File: config.mk
export PLATFORM = sky130hd
export DESIGN_NAME = fetch_unit
export DESIGN_NICKNAME = d
export VERILOG_FILES = /design/src/rtl/fetch_pkg.sv /design/src/rtl/fetch_buffer.sv /design/src/rtl/fetch_unit.sv
export SDC_FILE = /design/constraint.sdc
export NUM_CORES = 1
export LEC_CHECK = 0
export ABC_CLOCK_PERIOD_IN_PS = 14250
export BUFFER_PORTS_ARGS = -buffer_cell sky130_fd_sc_hd__buf_2
export CAP_MARGIN = 20
export CORE_MARGIN = 5
export CORE_UTILIZATION = 54
export CTS_CLUSTER_DIAMETER = 50
export DETAILED_ROUTE_END_ITERATION = 12
export GPL_TIMING_DRIVEN = 0
export PLACE_DENSITY = 0.85
export SKIP_LAST_GASP = 1
export SLEW_MARGIN = 25
export SYNTH_ARGS = -nofsm -noshare
export SYNTH_HDL_FRONTEND = slang
export SYNTH_HIERARCHICAL = 1
export SYNTH_SLANG_ARGS = --single-unit
File: constraint.sdc
create_clock -name clk -period 14.25 [get_ports clk]
set_input_delay 3.5625 -clock clk [delete_from_list [all_inputs] [get_ports clk]]
set_output_delay 3.5625 -clock clk [all_outputs]
set_load 0.01 [all_outputs]
File: src/rtl/fetch_pkg.sv
// fetch_pkg: shared FSM encoding and default widths for the fetch front end.
package fetch_pkg;
    localparam int ADDR_W_DEF    = 32;
    localparam int INSTR_W_DEF   = 32;
    localparam int BUF_DEPTH_DEF = 2;
    typedef enum logic [1:0] {IDLE, REQ, WAIT, DROP} state_t;
endpackage

File: src/rtl/fetch_buffer.sv
// fetch_buffer: first-word-fall-through FIFO with synchronous flush and occupancy count.
module fetch_buffer #(
    parameter int W     = 64,
    parameter int DEPTH = 2
)(
    input  logic                         clk,
    input  logic                         rst_n,
    input  logic                         flush,
    input  logic                         push,
    input  logic [W-1:0]                 din,
    input  logic                         pop,
    output logic                         valid,
    output logic [W-1:0]                 dout,
    output logic [$clog2(DEPTH+1)-1:0]   count
);
    localparam int PW = DEPTH > 1 ? $clog2(DEPTH) : 1;
    localparam int CW = $clog2(DEPTH + 1);
    logic [W-1:0]  mem [DEPTH];
    logic [PW-1:0] rd, wr;
    logic          push_ok, pop_ok;
    assign valid   = count != '0;
    assign dout    = valid ? mem[rd] : '0;
    assign push_ok = push & (count != CW'(DEPTH));
    assign pop_ok  = pop & valid;
    always_ff @(posedge clk) begin
        if (!rst_n || flush) begin
            rd    <= '0;
            wr    <= '0;
            count <= '0;
        end else begin
            if (push_ok) begin
                mem[wr] <= din;
                wr      <= (wr == PW'(DEPTH - 1)) ? '0 : wr + 1'b1;
            end
            if (pop_ok)
                rd <= (rd == PW'(DEPTH - 1)) ? '0 : rd + 1'b1;
            count <= count + CW'(push_ok) - CW'(pop_ok);
        end
    end
endmodule

File: src/rtl/fetch_unit.sv
// fetch_unit: single-outstanding instruction fetch with redirect/kill handling.
// Optional FETCH_STATS_EN adds saturating fetched/dropped counters.
module fetch_unit
    import fetch_pkg::*;
#(
    parameter int ADDR_W    = ADDR_W_DEF,
    parameter int INSTR_W   = INSTR_W_DEF,
    parameter int BUF_DEPTH = BUF_DEPTH_DEF
)(
    input  logic               clk,
    input  logic               rst_n,
    input  logic [ADDR_W-1:0]  pc_i,
    output logic               pc_enable_o,
    output logic               pc_load_o,
    output logic [ADDR_W-1:0]  pc_addr_o,
    input  logic               redirect_valid_i,
    input  logic [ADDR_W-1:0]  redirect_addr_i,
    output logic               imem_req_valid_o,
    input  logic               imem_req_ready_i,
    output logic [ADDR_W-1:0]  imem_req_addr_o,
    input  logic               imem_rsp_valid_i,
    input  logic [INSTR_W-1:0] imem_rsp_data_i,
    output logic               instr_valid_o,
    input  logic               instr_ready_i,
    output logic [INSTR_W-1:0] instr_data_o,
`ifdef FETCH_STATS_EN
    output logic [31:0]        stat_fetched_o,
    output logic [31:0]        stat_dropped_o,
`endif
    output logic [ADDR_W-1:0]  instr_pc_o
);
    state_t                        state, state_n;
    logic                          valid_n, kill, kill_n, push, drop, req_hs;
    logic [ADDR_W-1:0]             addr_n, req_pc, req_pc_n;
    logic [$clog2(BUF_DEPTH+1)-1:0] count;
    assign req_hs      = imem_req_valid_o & imem_req_ready_i;
    assign pc_load_o   = rst_n & redirect_valid_i;
    assign pc_addr_o   = redirect_addr_i;
    assign pc_enable_o = rst_n & (redirect_valid_i | (req_hs & ~kill));
    always_comb begin
        state_n  = state;
        valid_n  = imem_req_valid_o;
        addr_n   = imem_req_addr_o;
        req_pc_n = req_pc;
        kill_n   = kill;
        push     = 1'b0;
        drop     = 1'b0;
        case (state)
            IDLE: begin
                kill_n = 1'b0;
                if (!redirect_valid_i && int'(count) < BUF_DEPTH) begin
                    valid_n  = 1'b1;
                    addr_n   = pc_i;
                    req_pc_n = pc_i;
                    state_n  = REQ;
                end
            end
            REQ: begin
                kill_n = kill | redirect_valid_i;
                if (req_hs) begin
                    valid_n = 1'b0;
                    state_n = (kill | redirect_valid_i) ? DROP : WAIT;
                end
            end
            WAIT: begin
                push    = imem_rsp_valid_i & ~redirect_valid_i;
                drop    = imem_rsp_valid_i & redirect_valid_i;
                state_n = imem_rsp_valid_i ? IDLE : redirect_valid_i ? DROP : WAIT;
            end
            default: begin
                drop    = imem_rsp_valid_i;
                kill_n  = imem_rsp_valid_i ? 1'b0 : kill;
                state_n = imem_rsp_valid_i ? IDLE : DROP;
            end
        endcase
    end
    always_ff @(posedge clk) begin
        if (!rst_n) begin
            state            <= IDLE;
            imem_req_valid_o <= 1'b0;
            imem_req_addr_o  <= '0;
            req_pc           <= '0;
            kill             <= 1'b0;
        end else begin
            state            <= state_n;
            imem_req_valid_o <= valid_n;
            imem_req_addr_o  <= addr_n;
            req_pc           <= req_pc_n;
            kill             <= kill_n;
        end
    end
    fetch_buffer #(.W(ADDR_W + INSTR_W), .DEPTH(BUF_DEPTH)) u_buf (
        .clk   (clk),
        .rst_n (rst_n),
        .flush (redirect_valid_i),
        .push  (push),
        .din   ({req_pc, imem_rsp_data_i}),
        .pop   (instr_ready_i),
        .valid (instr_valid_o),
        .dout  ({instr_pc_o, instr_data_o}),
        .count (count)
    );
`ifdef FETCH_STATS_EN
    always_ff @(posedge clk) begin
        if (!rst_n) begin
            stat_fetched_o <= '0;
            stat_dropped_o <= '0;
        end else begin
            if (push && stat_fetched_o != '1)
                stat_fetched_o <= stat_fetched_o + 1'b1;
            if (drop && stat_dropped_o != '1)
                stat_dropped_o <= stat_dropped_o + 1'b1;
        end
    end
`endif
endmodule
# Yosys cells after proc, flatten, opt, wreduce, memory -nomap -nowiden
# Memories as Yosys holds them, arrays and structs flattened. A register that Yosys moved wholly into a read port is not among the register bits.
# Index checks and enable logic that the tools add are counted.
# word_totals
memories	1
word_cells	63
regBits	40
in_bits	102
mem_bits_rw	128
# memory_table
memory	words	width	read_ports	rd_clocked_by_memory_dff	write_ports	line_no	rtl
u_buf.mem	2	64	1	1	1	fetch_buffer.sv:18	logic [W-1:0] mem [DEPTH];
# op_classes
eq_ne	5
bitwise_logic	12
muxes	21
reduce_logical	12
order_cmp	1
add_sub_neg	4
# op_table
op	n
$mux 64	1
$mux 1	13
$mux 2	4
$and 1x1->1	7
$ne 2x2->1 const B	3
$pmux 2 s3	1
$reduce_and 2->1	3
$reduce_bool 2->1	2
$not 1->1	3
$pmux 1 s3	1
$reduce_and 3->1	1
$reduce_bool 3->1	1
$add 1x1->1 const B	2
$add 2x1->2	1
$eq 2x1->1 const B	1
$eq 2x2->1 const B	1
$logic_not 1->1	2
$logic_not 2->1	1
$lt 2x2->1 const B	1
$or 1x1->1	2
$pmux 1 s2	1
$sub 2x1->2	1
$logic_and 1x1->1	1
$logic_or 1x1->1	1

# Depth between registers and ports, before layout
# logic_depth
depth_word	7
depth_mapped	9
mapped_depth_nobuf	9

# Cells and area by module
# Netlist, hierarchy kept.
# by_module_without_submodules
module	area_per_inst_um2	instances	seq_area_each_um2	cells_per_inst
fetch_buffer	5233.8	1	3943.8	299
fetch_unit	1610.3	1	720.7	201

# Least setup slack after synthesis
# OpenSTA, ideal clock, no wires.
# synth_timing
path_kind	input to register
start	input port redirect_valid_i
end	memory u_buf.mem[1][0], enable pin
required_ps	13685
slack_ps	5230
path_stages	4
setup_time_ps	565
arrival_time_ps	8455
n_path_buf	1
cell_sequence	buf_2 > nor3_1 > o21ai_2 > nor3_1
# synth_via
elab_chain_cells	7
word_cells_on_any_way	8
cone_classes	4 x mux; 3 x bitwise; 1 x reduce/logical
# synth_lines
element	line_no	rtl
start, declared	fetch_unit.sv:16	input logic redirect_valid_i,
$not 1->1	fetch_unit.sv:66	push = imem_rsp_valid_i & ~redirect_valid_i;
$and 1x1->1	fetch_unit.sv:66	
$mux 1	fetch_unit.sv:48	case (state)
named net push	fetch_unit.sv:33	logic valid_n, kill, kill_n, push, drop, req_hs;
$and 1x1->1	fetch_buffer.sv:23	assign push_ok = push & (count != CW'(DEPTH));
$mux 1	fetch_buffer.sv:31	if (push_ok) begin
$mux 1	fetch_buffer.sv:26	if (!rst_n || flush) begin
$mux 1 (implied by the code)	fetch_buffer.sv:32	mem[wr] <= din;
end, declared	fetch_buffer.sv:18	
# The timed path passes the listed nets, and every way through them passes these cells.

# Final worst setup path
# layout_timing
start	input port redirect_valid_i
end	output port pc_enable_o
# layout_via
elab_chain_cells	2
# layout_lines
element	line_no	rtl
$or 1x1->1	fetch_unit.sv:39	assign pc_enable_o = rst_n & (redirect_valid_i | (req_hs & ~kill));
$and 1x1->1	fetch_unit.sv:39	
end, declared	fetch_unit.sv:13	output logic pc_enable_o,
# Every way passes these cells.

==> results.json <==
{
  "routed_wl_um": 15000,
  "first_global_vias": 4777,
  "htreeDepth": 4,
  "maxSlewHeadroom_pct": 55.9,
  "setup_viol": 0,
  "power_density_nw_per_um2": 123,
  "area_growth_pct": 28.9,
  "slew_violations": 0,
  "finalHoldViolations": 0,
  "holdPathEnd": "u_buf/mem[0][34]",
  "root_buffer": "clkbuf_16",
  "initial_core_util_pct": 54.7,
  "yosysSeqAreaShare_pct": 68.2,
  "hold_path_class": "reg -> reg",
  "drive_gt1_share_pct": 46.0,
  "startpoint_type": "primary input",
  "drt_iter0_drc": 316,
  "finalCritPeriodShare_pct": 54.2,
  "fp.dieArea_um2": 15000,
  "clock_latency_ps": 410,
  "postCtsSetupRepairBufs": 0,
  "core-area_um2": 12500,
  "cts_resized": 0,
  "routabilityCongestion": 0.812,
  "final_cells": 916,
  "vias": 4531,
  "ios": 234,
  "grt-ovfl-total": 0,
  "hold_start": "req_pc[2]",
  "portBuffers": 201,
  "ys_seq_elements": 169,
  "synth_most_common_cell": "edfxtp_1",
  "ys_types": 36,
  "yosysWarnings": 6,
  "tightestPinTransition_ps": 660,
  "n_fill_cell": 915,
  "status": "finished clean",
  "die_h_um": 123,
  "synthDominantCellAreaShare_pct": 56.2,
  "rows": 41,
  "skew_ps": 11.6,
  "num_antenna_cells": 0,
  "drc_errors": 0,
  "hpwl_um": 11100,
  "p_leak_nw": 3.53,
  "final_nets": 835,
  "cts.path.max_buffers": 2,
  "antenna_found_initial": 0,
  "synth_ff_type": "edfxtp_1",
  "cts_buffers": 17,
  "r2r_start": "state[1]",
  "grt_pass1_wl_um": 23200,
  "worstPathArrival_ps": 4160,
  "syn_area_um2": 6840,
  "reg2reg_setup_slack_ps": 11640,
  "cts_sinks": 169,
  "via_per_inst": 4.95,
  "cts_tree": "built",
  "fin_crit_ps": 7730,
  "synth_common_cells": "128 x edfxtp_1, 67 x nand2_1, 65 x mux2i_1",
  "syn-num-nets": 604,
  "timing.setup.tns_ps": 0,
  "crit_type": "in -> out",
  "synthArstFlopShare_pct": 0,
  "grt_max_degree": 26,
  "ys_top_cells_by_area": "edfxtp_1 56%, dfxtp_1 12%, mux2i_1 9.5%",
  "rsz0062_at_grt": "false",
  "ff2ff_path_depth": 8,
  "wire_per_inst_um": 16.4,
  "cp.required_ps": 10690,
  "synth.avg_cell_area_um2": 13.7,
  "holdBufCountCts": 0,
  "max_freq_mhz": 129,
  "rr_endpoint": "u_buf/mem[1][24]",
  "dr.pass1.iters": 4,
  "synth_edf_count": 128,
  "ant_nets": 0,
  "fp.dieW_um": 123,
  "yosysTopAreaCell": "edfxtp_1",
  "holdPathStages": 0,
  "path_max_fanout": 9,
  "drv_cap": 0,
  "clkTransAtPathRegs_ps": 60,
  "grt_usage_pct": 20.1,
  "dp.cells": 884,
  "worstSetupEndpointType": "output port",
  "p_total_mw": 1.09,
  "irDropWorstVdd_mv": 0.0672,
  "syn_inst": 500
}
-- metal layers --
metal	global-route usage, %	vias to the layer above	routed length [um]
met3	4.47	22	971
met4	7.00	0	257
met5	0	-	0
li1	-	2177	-
met2	36.4	203	7880
met1	23.5	2129	5890
-- sequential cells by signal, summed over array words and instances (netlist names), named ones only --
signal,count
kill,1
u_buf/rd,1
imem_req_valid_o,1
req_pc,32
u_buf/count,2
u_buf/mem,128
u_buf/wr,1
state,2
-- cells in the final DEF (no fill, tap or decap), types with 2 or more instances in the layout --
cell type	instances
buf_4	45
dfxtp_1	41
inv_1	6
mux2i_1	65
buf_2	206
nand2_1	67
clkbuf_1	6
clkbuf_16	17
buf_6	7
nand2b_1	2
edfxtp_1	128
buf_8	4
nor2_2	40
ha_1	2
inv_6	3
buf_12	3
clkinv_1	2
xnor2_1	2
clkinvlp_4	4
nor2_1	30
bufinv_16	4
o21a_1	3
nor3_1	2
o21ai_1	2
a21oi_1	34
-- worst max-delay path by stage --
stage / from / to / slack, ps / depth (start not counted)
2_1_floorplan: redirect_valid_i / u_buf/mem[1][0] / 5230 / 4
3_3_place_gp: redirect_valid_i / u_buf/mem[1][35] / 2720 / 5
3_5_place_dp: redirect_valid_i / pc_enable_o / 6530 / 4
4_1_cts: redirect_valid_i / pc_enable_o / 6520 / 4
5_1_grt: redirect_valid_i / pc_enable_o / 6500 / 4
6_report: redirect_valid_i / pc_enable_o / 6520 / 4
-- kinds of logic after synthesis --
kind of cell / Yosys count / share of synthesized area, %
muxes: 65 / 9.51
xor gates and xnor gates: 3 / 0.384
buffers and inverters: 66 / 7.53
DFF: 169 / 68.2
and+or+nand+nor: 150 / 10.5
AOI/OAI and AO/OA: 45 / 3.60
adders and majority gates: 2 / 0.366
-- stage by stage --
step           hold WS [ps]  setup slack (ps)  utilization [%]  instance area (um^2)
4_1_cts                 484              6520             70.5                  8820
6_report                484              6520             70.5                  8820
2_1_floorplan           472              5230                -                  6840
5_1_grt                 498              6500             70.5                  8820
3_3_place_gp            455              2720             64.4                  8070
3_5_place_dp            469              6530             65.5                  8200
-- final cells by class --
cell class | count | area, um^2 | share of cell area, %
inverter | 8 | 30.0 | 0.340
clock buffer | 19 | 433 | 4.91
timing repair buffer | 212 | 1120 | 12.8
tap | 172 | 215 | 2.44
sequential | 169 | 4660 | 52.9
clock inverter | 13 | 191 | 2.17
buffer | 58 | 485 | 5.50
multi-input combinational | 265 | 1680 | 19.0
-- where the power goes --
part / switching [mW] / internal (mW)
clock network: 0.185 / 0.296
logic: 0.0332 / 0.0309
registers: 0.00713 / 0.537
-- worst max-delay path, stage by stage --
cell	delay [ps]
buf_2	100
buf_2	170
o21a_1	190
buf_2	130
No activity file was read; power rests on OpenSTA's default activity.
